File: src/rtl/i2c_sensor_target_pkg.sv
// Shared definitions for the I2C temperature-sensor target: FSM states,
// register indices and the default bus address.
package i2c_sensor_target_pkg;

    typedef enum logic [3:0] {
        ST_IDLE,
        ST_ADDR,
        ST_ACK_ADDR,
        ST_WR_PTR,
        ST_ACK_PTR,
        ST_WR_DATA,
        ST_ACK_DATA,
        ST_RD_BYTE,
        ST_RD_ACK,
        ST_WAIT_STOP
    } state_t;

    localparam logic [1:0] REG_TEMP_INT  = 2'd0;
    localparam logic [1:0] REG_TEMP_FRAC = 2'd1;
    localparam logic [1:0] REG_STATUS    = 2'd2;
    localparam logic [1:0] REG_CFG       = 2'd3;

    localparam logic [6:0] DEFAULT_TARGET_ADDR = 7'h27;

    function automatic logic is_ack_state(input state_t s);
        return (s == ST_ACK_ADDR) || (s == ST_ACK_PTR) || (s == ST_ACK_DATA);
    endfunction

endpackage

File: src/rtl/i2c_bus_sync.sv
// Synchronises raw SDA/SCL pins and derives START, STOP and SCL edge pulses.
// Shared between the target and master sides of the I2C path.
module i2c_bus_sync #(
    parameter int SYNC_STAGES = 2
) (
    input  logic i_clk,
    input  logic i_rst,
    input  logic i_sda_in,
    input  logic i_scl_in,
    output logic o_sda,
    output logic o_start,
    output logic o_stop,
    output logic o_scl_rise,
    output logic o_scl_fall
);

    logic [SYNC_STAGES-1:0] sda_sync;
    logic [SYNC_STAGES-1:0] scl_sync;
    logic                   sda_hist;
    logic                   scl_hist;
    logic                   scl_now;

    // Idle bus level is high, so all stages reset to 1 to avoid false events.
    always_ff @(posedge i_clk) begin
        if (!i_rst) begin
            sda_sync <= '1;
            scl_sync <= '1;
            sda_hist <= 1'b1;
            scl_hist <= 1'b1;
        end else begin
            sda_sync <= {sda_sync[SYNC_STAGES-2:0], i_sda_in};
            scl_sync <= {scl_sync[SYNC_STAGES-2:0], i_scl_in};
            sda_hist <= sda_sync[SYNC_STAGES-1];
            scl_hist <= scl_sync[SYNC_STAGES-1];
        end
    end

    assign o_sda      = sda_sync[SYNC_STAGES-1];
    assign scl_now    = scl_sync[SYNC_STAGES-1];
    assign o_start    = scl_hist & scl_now & sda_hist & ~o_sda;
    assign o_stop     = scl_hist & scl_now & ~sda_hist & o_sda;
    assign o_scl_rise = ~scl_hist & scl_now;
    assign o_scl_fall = scl_hist & ~scl_now;

endmodule

File: src/rtl/i2c_sensor_target.sv
// I2C target emulating a temperature sensor: pointer write, register writes,
// auto-incrementing reads over an open-drain SDA emulation.
module i2c_sensor_target
    import i2c_sensor_target_pkg::*;
#(
    parameter logic [6:0] TARGET_ADDR = DEFAULT_TARGET_ADDR,
    parameter int         DATA_DEPTH  = 8,
    parameter logic [DATA_DEPTH-1:0] CFG_RESET = '0,
    parameter int         SYNC_STAGES = 2
) (
    input  logic                  i_clk,
    input  logic                  i_rst,
    input  logic                  i_sda_in,
    input  logic                  i_scl_in,
    output logic                  o_sda_oe,
    output logic                  o_sda_out,
    input  logic [DATA_DEPTH-1:0] i_temp_int,
    input  logic [DATA_DEPTH-1:0] i_temp_frac,
    output logic [DATA_DEPTH-1:0] o_cfg,
    output logic                  o_cfg_wr,
    output logic                  o_busy
);

    localparam logic [3:0] LAST_BIT  = 4'(DATA_DEPTH - 1);
    localparam logic [3:0] BYTE_BITS = 4'(DATA_DEPTH);

    state_t                state, state_nxt;
    logic                  sda_s, ev_start, ev_stop, scl_rise, scl_fall, bus_event;
    logic [3:0]            bit_cnt;
    logic                  ack_on, rw;
    logic [DATA_DEPTH-2:0] shift_q;
    logic [DATA_DEPTH-1:0] tx_q, cfg_q, rd_data, rx_byte;
    logic [7:0]            ptr;
    logic                  cfg_written, cfg_wr_q, busy_q, sda_oe_q, sda_oe_nxt;
    logic                  addr_match, load_byte, reg_write;

    i2c_bus_sync #(.SYNC_STAGES(SYNC_STAGES)) u_bus_sync (
        .i_clk      (i_clk),
        .i_rst      (i_rst),
        .i_sda_in   (i_sda_in),
        .i_scl_in   (i_scl_in),
        .o_sda      (sda_s),
        .o_start    (ev_start),
        .o_stop     (ev_stop),
        .o_scl_rise (scl_rise),
        .o_scl_fall (scl_fall)
    );

    assign bus_event  = ev_start | ev_stop;
    assign rx_byte    = {shift_q, sda_s};
    assign addr_match = (rx_byte[7:1] == TARGET_ADDR);

    always_comb begin
        rd_data = cfg_q;
        case (ptr[1:0])
            REG_TEMP_INT:  rd_data = i_temp_int;
            REG_TEMP_FRAC: rd_data = i_temp_frac;
            REG_STATUS:    rd_data = {{(DATA_DEPTH-1){1'b0}}, cfg_written};
            default:       rd_data = cfg_q;
        endcase
    end

    always_ff @(posedge i_clk) begin
        if (!i_rst) state <= ST_IDLE;
        else        state <= state_nxt;
    end

    // Bus conditions override everything; ACK states take two SCL falls.
    always_comb begin
        state_nxt = state;
        if (ev_start) begin
            state_nxt = ST_ADDR;
        end else if (ev_stop) begin
            state_nxt = ST_IDLE;
        end else begin
            case (state)
                ST_ADDR:     if (scl_rise && bit_cnt == LAST_BIT)
                                 state_nxt = addr_match ? ST_ACK_ADDR : ST_IDLE;
                ST_ACK_ADDR: if (scl_fall && ack_on)
                                 state_nxt = rw ? ST_RD_BYTE : ST_WR_PTR;
                ST_WR_PTR:   if (scl_rise && bit_cnt == LAST_BIT) state_nxt = ST_ACK_PTR;
                ST_ACK_PTR:  if (scl_fall && ack_on) state_nxt = ST_WR_DATA;
                ST_WR_DATA:  if (scl_rise && bit_cnt == LAST_BIT) state_nxt = ST_ACK_DATA;
                ST_ACK_DATA: if (scl_fall && ack_on) state_nxt = ST_WR_DATA;
                ST_RD_BYTE:  if (scl_fall && bit_cnt == BYTE_BITS) state_nxt = ST_RD_ACK;
                ST_RD_ACK:   if (scl_rise) state_nxt = sda_s ? ST_WAIT_STOP : ST_RD_BYTE;
                default:     state_nxt = state;
            endcase
        end
    end

    always_comb begin
        sda_oe_nxt = sda_oe_q;
        load_byte  = 1'b0;
        reg_write  = 1'b0;
        if (bus_event) begin
            sda_oe_nxt = 1'b0;
        end else begin
            case (state)
                ST_ACK_ADDR, ST_ACK_PTR, ST_ACK_DATA: begin
                    if (scl_fall) begin
                        if (!ack_on) begin
                            sda_oe_nxt = 1'b1;
                        end else if (state == ST_ACK_ADDR && rw) begin
                            load_byte  = 1'b1;
                            sda_oe_nxt = ~rd_data[DATA_DEPTH-1];
                        end else begin
                            sda_oe_nxt = 1'b0;
                        end
                    end
                end
                ST_RD_BYTE: begin
                    if (scl_fall) begin
                        if (bit_cnt == 4'd0) begin
                            load_byte  = 1'b1;
                            sda_oe_nxt = ~rd_data[DATA_DEPTH-1];
                        end else if (bit_cnt == BYTE_BITS) begin
                            sda_oe_nxt = 1'b0;
                        end else begin
                            sda_oe_nxt = ~tx_q[DATA_DEPTH-1];
                        end
                    end
                end
                ST_WR_DATA: begin
                    sda_oe_nxt = 1'b0;
                    reg_write  = scl_rise && (bit_cnt == LAST_BIT);
                end
                default: sda_oe_nxt = 1'b0;
            endcase
        end
    end

    always_ff @(posedge i_clk) begin
        if (!i_rst) begin
            sda_oe_q    <= 1'b0;
            bit_cnt     <= 4'd0;
            ack_on      <= 1'b0;
            rw          <= 1'b0;
            shift_q     <= '0;
            tx_q        <= '0;
            ptr         <= 8'd0;
            cfg_q       <= CFG_RESET;
            cfg_written <= 1'b0;
            cfg_wr_q    <= 1'b0;
            busy_q      <= 1'b0;
        end else begin
            sda_oe_q <= sda_oe_nxt;
            cfg_wr_q <= 1'b0;

            if (state_nxt == ST_IDLE)
                busy_q <= 1'b0;
            else if (state == ST_ADDR && state_nxt == ST_ACK_ADDR)
                busy_q <= 1'b1;

            // A byte load already puts bit 7 on the wire, so the count starts at 1.
            if (load_byte) begin
                tx_q    <= rd_data << 1;
                bit_cnt <= 4'd1;
            end else if (ev_start || state_nxt != state) begin
                bit_cnt <= 4'd0;
                ack_on  <= 1'b0;
            end else if (scl_rise && (state == ST_ADDR || state == ST_WR_PTR || state == ST_WR_DATA)) begin
                shift_q <= rx_byte[DATA_DEPTH-2:0];
                bit_cnt <= bit_cnt + 4'd1;
            end else if (scl_fall && state == ST_RD_BYTE) begin
                tx_q    <= tx_q << 1;
                bit_cnt <= bit_cnt + 4'd1;
            end else if (scl_fall && is_ack_state(state)) begin
                ack_on  <= 1'b1;
            end

            if (!bus_event && scl_rise && bit_cnt == LAST_BIT && state == ST_ADDR)
                rw <= sda_s;
            if (!bus_event && scl_rise && bit_cnt == LAST_BIT && state == ST_WR_PTR)
                ptr <= rx_byte;
            if (reg_write) begin
                if (ptr[1:0] == REG_CFG) begin
                    cfg_q       <= rx_byte;
                    cfg_written <= 1'b1;
                    cfg_wr_q    <= 1'b1;
                end
                ptr <= ptr + 8'd1;
            end
            if (!bus_event && scl_rise && state == ST_RD_ACK)
                ptr <= ptr + 8'd1;
        end
    end

    assign o_sda_oe  = sda_oe_q;
    assign o_sda_out = 1'b0;
    assign o_cfg     = cfg_q;
    assign o_cfg_wr  = cfg_wr_q;
    assign o_busy    = busy_q;

endmodule

File: config.mk
export PLATFORM = sky130hd
export DESIGN_NAME = i2c_sensor_target
export DESIGN_NICKNAME = d
export VERILOG_FILES = /design/src/rtl/i2c_sensor_target_pkg.sv /design/src/rtl/i2c_bus_sync.sv /design/src/rtl/i2c_sensor_target.sv
export SDC_FILE = /design/constraint.sdc
export NUM_CORES = 1
export LEC_CHECK = 0
export CORE_MARGIN = 5
export CORE_UTILIZATION = 55
export DETAILED_ROUTE_END_ITERATION = 7
export GPL_TIMING_DRIVEN = 0
export PLACE_DENSITY = 0.9
export SYNTH_ARGS = -nofsm -noshare
export SYNTH_HDL_FRONTEND = slang
export SYNTH_SLANG_ARGS = --single-unit
File: constraint.sdc
create_clock -name i_clk -period 2.8 [get_ports i_clk]
set_clock_uncertainty 0.2 [all_clocks]
set_input_delay 0.42 -clock i_clk [delete_from_list [all_inputs] [get_ports i_clk]]
set_output_delay 0.42 -clock i_clk [all_outputs]
set_load 0.02 [all_outputs]
Word level (Yosys, flattened, before mapping)
Index checks and enable logic that the tools add are counted.

operators by class
  $add $sub $neg = 2
  eq/ne operators = 22
  multiplexer cells = 46
  bitwise logic cells = 17
  reduce and logical (&&, ||, !) cells = 38

operators with widths
  operator               count
  $mux W8                7
  $mux W4                12
  $pmux W4 S7            1
  $pmux W8 S3            1
  $mux W1                21
  $eq A4 B3 Y1 const B   5
  $logic_and A1 B1 Y1    13
  $eq A4 B2 Y1 const B   3
  $ne A2 B2 Y1 const B   6
  $not A1 Y1             9
  $add A8 B1 Y8 const B  1
  $eq A4 B4 Y1 const B   2
  $logic_not A4 Y1       2
  $and A1 B1 Y1          7
  $eq A7 B6 Y1 const B   1
  $reduce_and A2 Y1      3
  $reduce_and A3 Y1      2
  $reduce_bool A2 Y1     3
  $reduce_or A2 Y1       3
  $reduce_or A3 Y1       2
  $logic_or A1 B1 Y1     5
  $add A4 B1 Y4 const B  1
  $eq A2 B2 Y1 const B   2
  $eq A4 B1 Y1 const B   1
  other kinds (11)       12

storage, ports and cells
  register bits after elaboration = 50
  input port bits = 20
  output and inout port bits = 12
  logic and storage cells = 142

Depth between registers and ports, before layout
Gate-level depths: netlist of the first run.

  depth after elaboration = 11
  gate-level depth with buffers = 9
  depth with buffers taken out = 8

Cells and area by module
Synthesis of the first run repeated with hierarchy kept, for this count alone.

second synthesis, totals
  cell total of the unflattened synthesis = 291
  area, all modules = 2493.6 um^2

modules (own cells, without submodules)
  module             times used  cells an instance  area an instance (um^2)  seq. area each (um^2)
  i2c_sensor_target  1           275                2303.5                   760.7
  i2c_bus_sync       1           16                 190.2                    120.1

Worst setup path before layout of the first run
No wires, ideal clock.

  path kind = reg2reg
  from = register bit_cnt[0]
  to = register shift_q[0]
  setup time = 0.128 ns
  data arrival time = 1.952 ns
  required time = 2.472 ns
  path slack = 0.520 ns
  stages on the path, launching flop included = 9
  buffers on the path = 1
  period minus slack after synthesis = 2.280 ns
  cell sequence = dfxtp_1 > ha_1 > nand3b_1 > or4b_4 > and3_1 > buf_6 > nand4_2 > mux2i_1 > nor2_1

between the ends
  cells in the longest elaborated chain, start to end = 10
  elaborated cells between the ends (all ways) = 21
  those cells by class = eq/ne (3); mux (11); bitwise (2); reduce/logical (5)

RTL lines
  element                                              RTL line                  text
  start, declared                                      i2c_sensor_target.sv:29   logic [3:0] bit_cnt;
  start signal, assigned                               i2c_sensor_target.sv:164  bit_cnt <= bit_cnt + 4'd1;
  start signal, assigned                               i2c_sensor_target.sv:167  bit_cnt <= bit_cnt + 4'd1;
  $eq A4 B4 Y1 / $eq A4 B3 Y1 (equally long branches)  -
  $logic_and A1 B1 Y1 (on tied branches)               -
  $mux W4 (on tied branches)                           -
  $pmux W4 S7                                          i2c_sensor_target.sv:76   case (state)
  $mux W4                                              i2c_sensor_target.sv:73   end else if (ev_stop) begin
  $mux W4                                              i2c_sensor_target.sv:71   if (ev_start) begin
  $ne A4 B4 Y1                                         i2c_sensor_target.sv:159  end else if (ev_start || state_nxt != state) begin
  $logic_or A1 B1 Y1                                   i2c_sensor_target.sv:159
  $not A1 Y1 (no line)                                 -
  $reduce_and A3 Y1 (no line) (*)                      -
  end signal, assigned                                 i2c_sensor_target.sv:163  shift_q <= rx_byte[DATA_DEPTH-2:0];
  end, declared                                        i2c_sensor_target.sv:31   logic [DATA_DEPTH-2:0] shift_q;

Every way passes the cells marked *; elsewhere a longest branch is shown, timed or not.
A chain may end at the register's enable or synchronous reset.

Final worst setup path of the first run
  from = register bit_cnt[0]
  to = register tx_q[2]

between the ends
  cells in the longest elaborated chain, start to end = 10
  elaborated cells between the ends (all ways) = 23
  those cells by class = eq/ne (5); mux (12); reduce/logical (6)

RTL lines
  element                                              RTL line                  text
  $eq A4 B4 Y1 / $eq A4 B3 Y1 (equally long branches)  -
  $logic_and A1 B1 Y1 (on tied branches)               -
  $mux W4 (on tied branches)                           -
  $pmux W4 S7                                          i2c_sensor_target.sv:76
  $mux W4                                              i2c_sensor_target.sv:73
  $mux W4                                              i2c_sensor_target.sv:71
  $ne A4 B4 Y1                                         i2c_sensor_target.sv:159
  $logic_or A1 B1 Y1                                   i2c_sensor_target.sv:159
  $ne A2 B2 Y1 (no line)                               -
  $reduce_and A3 Y1 (no line)                          -
  end signal, assigned                                 i2c_sensor_target.sv:157  tx_q <= rd_data << 1;
  end signal, assigned                                 i2c_sensor_target.sv:166  tx_q <= tx_q << 1;
  end, declared                                        i2c_sensor_target.sv:32   logic [DATA_DEPTH-1:0] tx_q, cfg_q, rd_data, rx_byte;

Parallel ways exist; a longest one is shown, timed or not.

==> results.py, run 1 <==
metrics = {
    "outcome": {
        "status": "finished, final reports clean",
    },
    "worst_setup_path": {
        "worstPathMaxFanout": 6,
        "end_kind": "flop",
        "arrival_ns": 2.61,
        "r2r.worst_path.cells": 8,
        "start_kind": "flop",
        "criticalPathCategory": "reg -> reg",
        "required_ns": 2.81,
        "rrSetupSlack_ns": 0.20,
        "r2r_start": "bit_cnt[0]$_SDFFE_PN0P_",
        "r2r_end": "tx_q[2]$_SDFFE_PN0P_",
    },
    "yosys": {
        "syn_area_um2": 2440,
        "async_flop_share_pct": 0,
        "yosysMostFrequentCell": "dfxtp_1",
        "syn_avg_cell_area_um2": 8.49,
        "yosys_warnings": 0,
        "yosys.area.top_type": "dfxtp_1",
        "synth_fp_nets": 314,
        "synth_edf_count": 0,
        "synth.ff_latch_count": 44,
        "seq_area_frac_synth_pct": 36.0,
        "netlist.area_leader.share_pct": 36.0,
        "ys_top_cells_by_area": "dfxtp_1 (36%), mux2i_1 (9.4%), nor2_1 (4.5%), nand2_1 (4.1%), ha_1 (3.1%)",
        "ys.flop_type": "dfxtp_1",
        "synthDistinctLibCells": 60,
        "yosys-top-cells-count": "dfxtp_1 (44), nor2_1 (29), nand2_1 (27)",
        "syn_inst": 288,
    },
    "routing": {
        "viasPerCell": 6.09,
        "wl_um": 5990,
        "wl_per_cell_um": 15.9,
        "ant_nets": 0,
        "drc_errors": 0,
        "drt_pass1_iterations": 5,
        "vias": 2296,
        "drt_iter0_markers": 258,
    },
    "timing": {
        "holdWs_ns": 0.180,
        "slew_headroom_pct": 55.5,
        "final.period_utilization_pct": 92.8,
        "final_hold_viol_count": 0,
        "rsz0062_at_grt": "no",
        "fmax_mhz": 385,
        "timing.final.ws_setup_ns": 0.202,
        "tns_ns": 0,
        "layout_min_cycle_time_ns": 2.60,
        "final-setup-viol-count": 0,
        "tightest_slew_ns": 0.658,
        "finalMaxSlewViolations": 0,
    },
    "min_path": {
        "hp-class": "in -> reg",
        "min-delay-start": "i_rst",
        "hold_path_depth": 2,
        "hold_end": "u_bus_sync.sda_sync[1]$_SDFF_PN1_",
    },
    "placed_design": {
        "hpwl_um": 4530,
        "place_ws_ns": 0.224,
        "dp.cells": 369,
        "place.gp.congestion": 0.909,
        "placed_area_um2": 2800,
        "port_buffers": 29,
    },
    "global_route": {
        "grt_max_degree": 17,
        "grt_pass1_wl_um": 10200,
        "grt_pass1_vias": 2179,
        "antenna_found_initial": 0,
        "overflow": 0,
        "grt_usage_pct": 20.6,
    },
    "die": {
        "num_rows": 24,
        "dieArea_um2": 5880,
        "die_h_um": 76.7,
        "pin_count": 32,
        "die_w_um": 76.7,
        "core_um2": 4320,
        "start_util_pct": 56.5,
    },
    "clock_network": {
        "post_cts_buffers": 0,
        "cts_buffers": 5,
        "worstSkewPairLatency_ns": 0.30,
        "cts_sinks": 44,
        "clockRootBuffer": "clkbuf_8",
        "clkTransAtPathRegs_ns": 0.10,
        "cts_buffer_depth": 2,
        "cts_hold_buf": 0,
        "cts_tree": "built",
        "cts_max_level": 2,
        "cts_resized": 0,
    },
    "final_layout": {
        "final_util_pct": 66.9,
        "final_area_um2": 2890,
        "n_antenna_cell": 0,
        "fin_cells": 377,
        "syn2layout_area_growth_pct": 18.4,
        "drive_gt1_share_pct": 8.62,
        "num-nets-final": 350,
    },
    "power_and_ir_drop": {
        "vdd_drop_max_v": 0.000332,
        "total_power_mw": 1.14,
        "p_leak_nw": 1.13,
        "p_per_area_nw_per_um2": 395,
    },
    "run": {
        "drv_cap": 0,
    },
}
cells in the final DEF (no fill, tap or decap), types with 7 or more instances in the layout:
cell type / netlist / routed
nor2_1: 29 / 29
nand2b_1: 10 / 10
clkbuf_1: 9 / 9
mux2i_1: 23 / 23
a21oi_1: 8 / 8
a22oi_1: 7 / 7
dfxtp_1: 44 / 44
nand2_1: 27 / 27
a31oi_1: 7 / 7
o21ai_0: 11 / 11
nand3_1: 13 / 13
clkdlybuf4s50_1: 0 / 29
inv_1: 14 / 14
layout make-up:
cell class | count | area (um2)
multi-input cells | 211 | 1410
flip-flops and latches | 44 | 881
repair buffers | 29 | 290
inverters | 15 | 56.3
fillers | 361 | 1430
plain buffers | 18 | 103
well taps | 52 | 65.1
clock inverters | 3 | 25.0
clock buffers | 5 | 68.8
worst max-delay path, stage by stage, from the launching register on:
cell	delay, ns
dfxtp_1	0.39
ha_1	0.19
nand3b_1	0.22
or4b_4	0.61
and3_1	0.20
buf_6	0.13
nand3_4	0.09
a31oi_1	0.22
o221ai_1	0.26
registers in the layout (all words and copies together), names as in the netlist, 2 cells and up:
signal	count
bit_cnt	4
o_cfg	8
ptr	2
shift_q	7
state	4
tx_q	7
u_bus_sync.scl_sync	2
u_bus_sync.sda_sync	2
layer usage:
metal / part of all wire (%) / GRT usage, % / wire length, um
met1: 43 / 27.3 / 2570
met4: 2.5 / 6.47 / 150
met2: 48 / 33.3 / 2870
met3: 6.7 / 4.57 / 401
met5: 0 / 0 / 0
logic make-up after synthesis:
kind of cell	count (synthesis)	synth area share, %
buf+inv	33	6.50
mux	23	9.42
fa+ha+maj	6	3.07
flops	44	36.0
compound gates	61	17.7
other cells	1	0.153
simple gates	117	26.0
xor+xnor	3	1.07
power by group:
group	internal [mW]	switching, mW	total, mW
registers	0.630	0.00474	0.634
clock network	0.182	0.241	0.423
logic	0.0421	0.0433	0.0854
worst max-delay path by stage:
stage | start | slack, ns | endpoint | cells after the start
CTS | bit_cnt[0]$_SDFFE_PN0P_ | 0.22 | tx_q[2]$_SDFFE_PN0P_ | 8
detailed placement | bit_cnt[0]$_SDFFE_PN0P_ | 0.22 | shift_q[2]$_SDFFE_PN0P_ | 8
global route | bit_cnt[0]$_SDFFE_PN0P_ | 0.1 | tx_q[7]$_SDFFE_PN0P_ | 8
finish | bit_cnt[0]$_SDFFE_PN0P_ | 0.20 | tx_q[2]$_SDFFE_PN0P_ | 8
floorplan | bit_cnt[0]$_SDFFE_PN0P_ | 0.52 | shift_q[0]$_SDFFE_PN0P_ | 8
global placement | bit_cnt[0]$_SDFFE_PN0P_ | 0.27 | shift_q[2]$_SDFFE_PN0P_ | 8
Note: power is estimated with default switching activity, not from simulation.
==> inputs of run 2 (changes only) <==
ABC_CLOCK_PERIOD_IN_PS = 2800   (was unset)
SETUP_SLACK_MARGIN = 0.2   (was unset)
==> run 2 against run 1 <==
Against the previous run: clock power about the same; critical endpoint unchanged; highest routed layer unchanged; global-route usage stayed put; sequential power is essentially flat.
==> results.py, run 2 (same netlist as run 1, synthesis figures left out) <==
metrics = {
    "final_layout": {
        "num-nets-final": 352,
        "fin_cells": 379,
        "fillers": 355,
        "layout_common_cells": "dfxtp_1 (41), nor2_1 (29), clkdlybuf4s50_1 (29)",
        "syn2layout_area_growth_pct": 20.1,
        "final_util_pct": 67.9,
        "n_antenna_cell": 0,
        "final_common_cell": "dfxtp_1",
        "largest_reg_flops": 8,
        "drive_gt1_share_pct": 10.4,
    },
    "timing": {
        "final-setup-viol-count": 0,
        "fmax_mhz": 386,
        "rsz0062_at_grt": "yes",
        "final_hold_viol_count": 0,
        "tightest_slew_ns": 0.756,
        "tns_ns": 0,
        "finalMaxSlewViolations": 0,
        "layout_min_cycle_time_ns": 2.59,
        "slew_headroom_pct": 48.9,
        "final.period_utilization_pct": 92.4,
    },
    "worst_setup_path": {
        "start_kind": "flop",
        "r2r_start": "bit_cnt[0]$_SDFFE_PN0P_",
        "r2r.worst_path.cells": 9,
        "required_ns": 2.77,
        "criticalPathCategory": "reg -> reg",
        "arrival_ns": 2.55,
        "crit_start": "bit_cnt[0]$_SDFFE_PN0P_",
        "worstPathMaxFanout": 6,
        "rrSetupSlack_ns": 0.21,
        "r2r_end": "tx_q[2]$_SDFFE_PN0P_",
        "crit_path_top_delay_cell": "or4b_4",
        "path_cells": "ha_1 > nand3b_1 > or4b_4 > and3_1 > buf_6 > nand3_4 > or3_1 > buf_2 > o221ai_1",
        "end_kind": "flop",
        "critPathMaxStageDelay_ns": 0.63,
    },
    "outcome": {
        "status": "finished, final reports clean",
    },
    "global_route": {
        "antenna_found_initial": 0,
        "grt_pass1_vias": 2179,
        "overflow": 0,
        "grt_max_degree": 17,
        "grt_usage_pct": 20.6,
        "grt_pass1_wl_um": 10200,
    },
    "die": {
        "die_w_um": 76.7,
        "dieArea_um2": 5880,
        "start_util_pct": 56.5,
        "die_h_um": 76.7,
        "pin_count": 32,
        "core_um2": 4320,
        "num_rows": 24,
    },
    "clock_network": {
        "worstSkewPairLatency_ns": 0.30,
        "clockRootBuffer": "clkbuf_8",
        "cts_buffers": 5,
        "cts_tree": "built",
        "cts_hold_buf": 0,
        "clkTransAtPathRegs_ns": 0.10,
        "cts_max_level": 2,
        "cts_buffer_depth": 2,
        "cts_sinks": 44,
    },
    "routing": {
        "dr_wl_met2_um": 3000,
        "drc_errors": 0,
        "wl_per_cell_um": 16.2,
        "drt_pass1_iterations": 5,
        "wl_um": 6130,
        "route.met3.wl_um": 450,
        "drt_iter0_markers": 246,
        "m1WireLength_um": 2560,
        "vias": 2353,
        "top_layer": "met4",
        "viasPerCell": 6.21,
        "ant_nets": 0,
    },
    "min_path": {
        "hold_path_depth": 2,
        "min-delay-start": "i_rst",
        "hold_end": "u_bus_sync.scl_hist$_SDFF_PN1_",
        "hp-class": "in -> reg",
    },
    "power_and_ir_drop": {
        "p_leak_nw": 1.15,
        "vdd_drop_max_v": 0.000332,
        "p_per_area_nw_per_um2": 390,
    },
    "run": {
        "drv_cap": 0,
    },
    "placed_design": {
        "place.gp.congestion": 0.909,
        "port_buffers": 29,
        "dp.cells": 369,
        "hpwl_um": 4530,
    },
}
run 2: cell types whose count changed in the layout (fill, tap and decap cells not counted), sizes merged:
| cell | change |
|---|---|
| buf | +2 |
run 2: report_power, final:
part	leakage, nW	total (mW)	switching (mW)	internal (mW)
Clock	0.0452	0.423	0.241	0.182
Sequential	0.357	0.634	0.00479	0.630
Combinational	0.747	0.0878	0.0446	0.0432
run 2: how the worst max path moves through the flow:
stage / end / slack, ns / depth (start not counted)
2_1_floorplan: shift_q[0]$_SDFFE_PN0P_ / 0.52 / 8
3_3_place_gp: shift_q[2]$_SDFFE_PN0P_ / 0.27 / 8
3_5_place_dp: shift_q[2]$_SDFFE_PN0P_ / 0.22 / 8
4_1_cts: tx_q[2]$_SDFFE_PN0P_ / 0.22 / 8
5_1_grt: tx_q[7]$_SDFFE_PN0P_ / 0.16 / 9
6_report: tx_q[2]$_SDFFE_PN0P_ / 0.21 / 9
run 2: cell type report:
class | count | area [um2] | share of cell area, %
multi-input combinational | 211 | 1430 | 48.6
clock buffer | 5 | 68.8 | 2.34
tap | 52 | 65.1 | 2.22
sequential | 44 | 885 | 30.1
timing repair buffer | 31 | 305 | 10.4
clock inverter | 3 | 25.0 | 0.853
inverter | 15 | 56.3 | 1.92
buffer | 18 | 103 | 3.50
run 2: per-stage QoR:
step / hold WS (ns) / worst slack (ns) / area, um2 / power (mW)
4_1_cts: 0.180 / 0.216 / 2890 / 1.14
3_5_place_dp: 0.200 / 0.224 / 2800 / 0.733
2_1_floorplan: 0.186 / 0.520 / 2440 / 0.693
3_3_place_gp: 0.189 / 0.275 / 2800 / 0.731
5_1_grt: 0.191 / 0.163 / 2940 / 1.19
6_report: 0.187 / 0.212 / 2940 / 1.15
run 2: critical path: cells and delay by family, from the launching register on:
family | cells | cell delay [ns]
simple gates | 5 | 1.29
flops | 1 | 0.36
buf+inv | 2 | 0.29
fa+ha+maj | 1 | 0.17
compound gates | 1 | 0.14
run 2: layer usage:
| metal | vias to the layer above | track usage, % |
|---|---|---|
| li1 | 1111 | - |
| met1 | 1106 | 27.3 |
| met2 | 122 | 33.3 |
| met3 | 14 | 4.57 |
| met4 | 0 | 6.47 |
| met5 | - | 0 |
run 2: repair_timing:
action | 4_1_cts | 5_1_grt
setup endpoints to repair | 0 | 13
gates resized for setup | 0 | 6
setup buffers | 0 | 2
==> inputs of run 3 (changes only) <==
CORE_UTILIZATION = 48   (was 55)
CTS_CLUSTER_SIZE = 25   (was unset)
PLACE_DENSITY = 0.81   (was 0.9)
==> run 3 against run 2 <==
Against the previous run: count of clock-buffer cells in the layout unchanged; flip-flop and latch count unchanged; sequential share of layout area down 0.58 points; global-route usage down 0.83 points; clock power up 36%.
==> results.py, run 3 (same netlist as run 1, synthesis figures left out) <==
metrics = {
    "outcome": {
        "status": "finished, final reports clean",
    },
    "power_and_ir_drop": {
        "p_int_mw": 1.02,
        "seqPwrFrac_pct": 49.0,
        "p_per_area_nw_per_um2": 434,
        "p_leak_nw": 1.16,
        "power.share.switching_pct": 21.0,
        "total_power_mw": 1.29,
        "vdd_drop_max_v": 0.000335,
        "power.switching_mw": 0.272,
        "comb_power_share_pct": 6.7,
        "p_clk_share_pct": 44.3,
    },
    "worst_setup_path": {
        "end_kind": "flop",
        "required_ns": 2.82,
        "r2r_start": "state[2]$_SDFF_PN0_",
        "r2r.worst_path.cells": 8,
        "arrival_ns": 2.54,
        "criticalPathCategory": "reg -> reg",
        "start_kind": "flop",
        "r2r_end": "tx_q[2]$_SDFFE_PN0P_",
        "worstPathMaxFanout": 10,
        "crit_start": "state[2]$_SDFF_PN0_",
        "rrSetupSlack_ns": 0.28,
    },
    "routing": {
        "viasPerCell": 5.72,
        "wl_per_cell_um": 15.7,
        "drt_iter0_markers": 208,
        "drc_errors": 0,
        "wl_um": 6220,
        "vias": 2258,
        "drt_pass1_iterations": 4,
        "ant_nets": 0,
    },
    "final_layout": {
        "syn2layout_area_growth_pct": 22.1,
        "largest_reg_flops": 8,
        "fillers": 430,
        "layout_common_cells": "dfxtp_1 (43), nor2_1 (29), clkdlybuf4s50_1 (29)",
        "fin_cells": 395,
        "final_common_cell": "dfxtp_1",
        "n_antenna_cell": 0,
        "multi_input_comb_area_um2": 1430,
        "drive_gt1_share_pct": 9.85,
        "num-nets-final": 351,
        "register_area_um2": 882,
    },
    "clock_network": {
        "cts_sinks": 44,
        "worstSkewPairLatency_ns": 0.30,
        "cts_tree": "built",
        "clockRootBuffer": "clkbuf_8",
        "cts_buffers": 5,
        "cts_hold_buf": 0,
        "clkTransAtPathRegs_ns": 0.08,
        "cts_max_level": 2,
        "cts_buffer_depth": 2,
    },
    "global_route": {
        "grt_use_met3_pct": 4.55,
        "overflow": 0,
        "busiest_layer": "met2",
        "grtUsageMet1_pct": 24.2,
        "grt_usage_pct": 19.8,
        "grt_pass1_vias": 2139,
        "use_met2_pct": 34.2,
        "antenna_found_initial": 0,
        "grt_pass1_wl_um": 10000,
        "grt_max_degree": 14,
    },
    "min_path": {
        "hp-class": "in -> reg",
        "hold_path_depth": 2,
        "min-delay-start": "i_rst",
        "hold_end": "u_bus_sync.scl_hist$_SDFF_PN1_",
    },
    "die": {
        "pin_count": 32,
        "die_h_um": 81.4,
        "core_um2": 5040,
        "start_util_pct": 48.5,
        "die_w_um": 81.4,
        "num_rows": 26,
        "dieArea_um2": 6620,
    },
    "placed_design": {
        "port_buffers": 29,
        "hpwl_um": 4700,
        "place_ws_ns": 0.183,
        "place.gp.congestion": 0.910,
        "dp.cells": 387,
    },
    "timing": {
        "final_hold_viol_count": 0,
        "layout_min_cycle_time_ns": 2.52,
        "finalMaxSlewViolations": 0,
        "tightest_slew_ns": 0.742,
        "final.period_utilization_pct": 89.9,
        "timing.final.ws_setup_ns": 0.283,
        "fmax_mhz": 397,
        "rsz0062_at_grt": "yes",
        "final-setup-viol-count": 0,
        "tns_ns": 0,
        "slew_headroom_pct": 49.8,
        "holdWs_ns": 0.203,
    },
    "run": {
        "drv_cap": 0,
    },
}
run 3: layout make-up:
type / instances / area share [%]
Inverter: 15 / 1.89
Sequential cell: 44 / 29.6
Multi-Input combinational cell: 211 / 47.9
Tap cell: 70 / 2.94
Clock inverter: 2 / 2.01
Timing Repair Buffer: 30 / 9.98
Clock buffer: 5 / 2.31
Buffer: 18 / 3.44
run 3: worst max path at each step:
stage | to | slack, ns | depth (start not counted)
after floorplan | shift_q[0]$_SDFFE_PN0P_ | 0.52 | 8
after global placement | shift_q[5]$_SDFFE_PN0P_ | 0.26 | 8
after detailed placement | shift_q[4]$_SDFFE_PN0P_ | 0.18 | 8
after CTS | shift_q[4]$_SDFFE_PN0P_ | 0.28 | 8
after global routing | tx_q[2]$_SDFFE_PN0P_ | 0.19 | 8
final | tx_q[2]$_SDFFE_PN0P_ | 0.28 | 8
run 3: metrics by stage:
step	util (%)	area, um2
finish	59.2	2980
global route	59.2	2980
CTS	58.7	2960
detailed placement	56.0	2820
global placement	56.0	2820
floorplan	-	2440
run 3: critical path, cell delays in order, from the launching register on:
cell	delay [ns]
dfxtp_1	0.50
buf_6	0.20
and2_2	0.17
nor4_1	0.08
nor4_4	0.41
nand3_4	0.16
or3_1	0.37
buf_2	0.16
o221ai_1	0.17
run 3: metal layers:
| metal | routed length, um | vias to the layer above |
|---|---|---|
| met4 | 104 | 0 |
| li1 | - | 1106 |
| met1 | 2730 | 1080 |
| met5 | 0 | - |
| met2 | 3030 | 61 |
| met3 | 363 | 11 |
run 3: power by group through the flow:
stage,Sequential [mW],Clock [mW],Combinational (mW)
CTS,0.634,0.579,0.0844
floorplan,0.648,0,0.0455
finish,0.634,0.574,0.0863
global placement,0.649,0,0.0826
global route,0.635,0.608,0.0931
detailed placement,0.649,0,0.0837
run 3: timing repair:
item,in CTS,in global routing
pin swaps,0,1
setup buffers,0,1
setup endpoints to repair,3,10
gates resized for setup,1,4
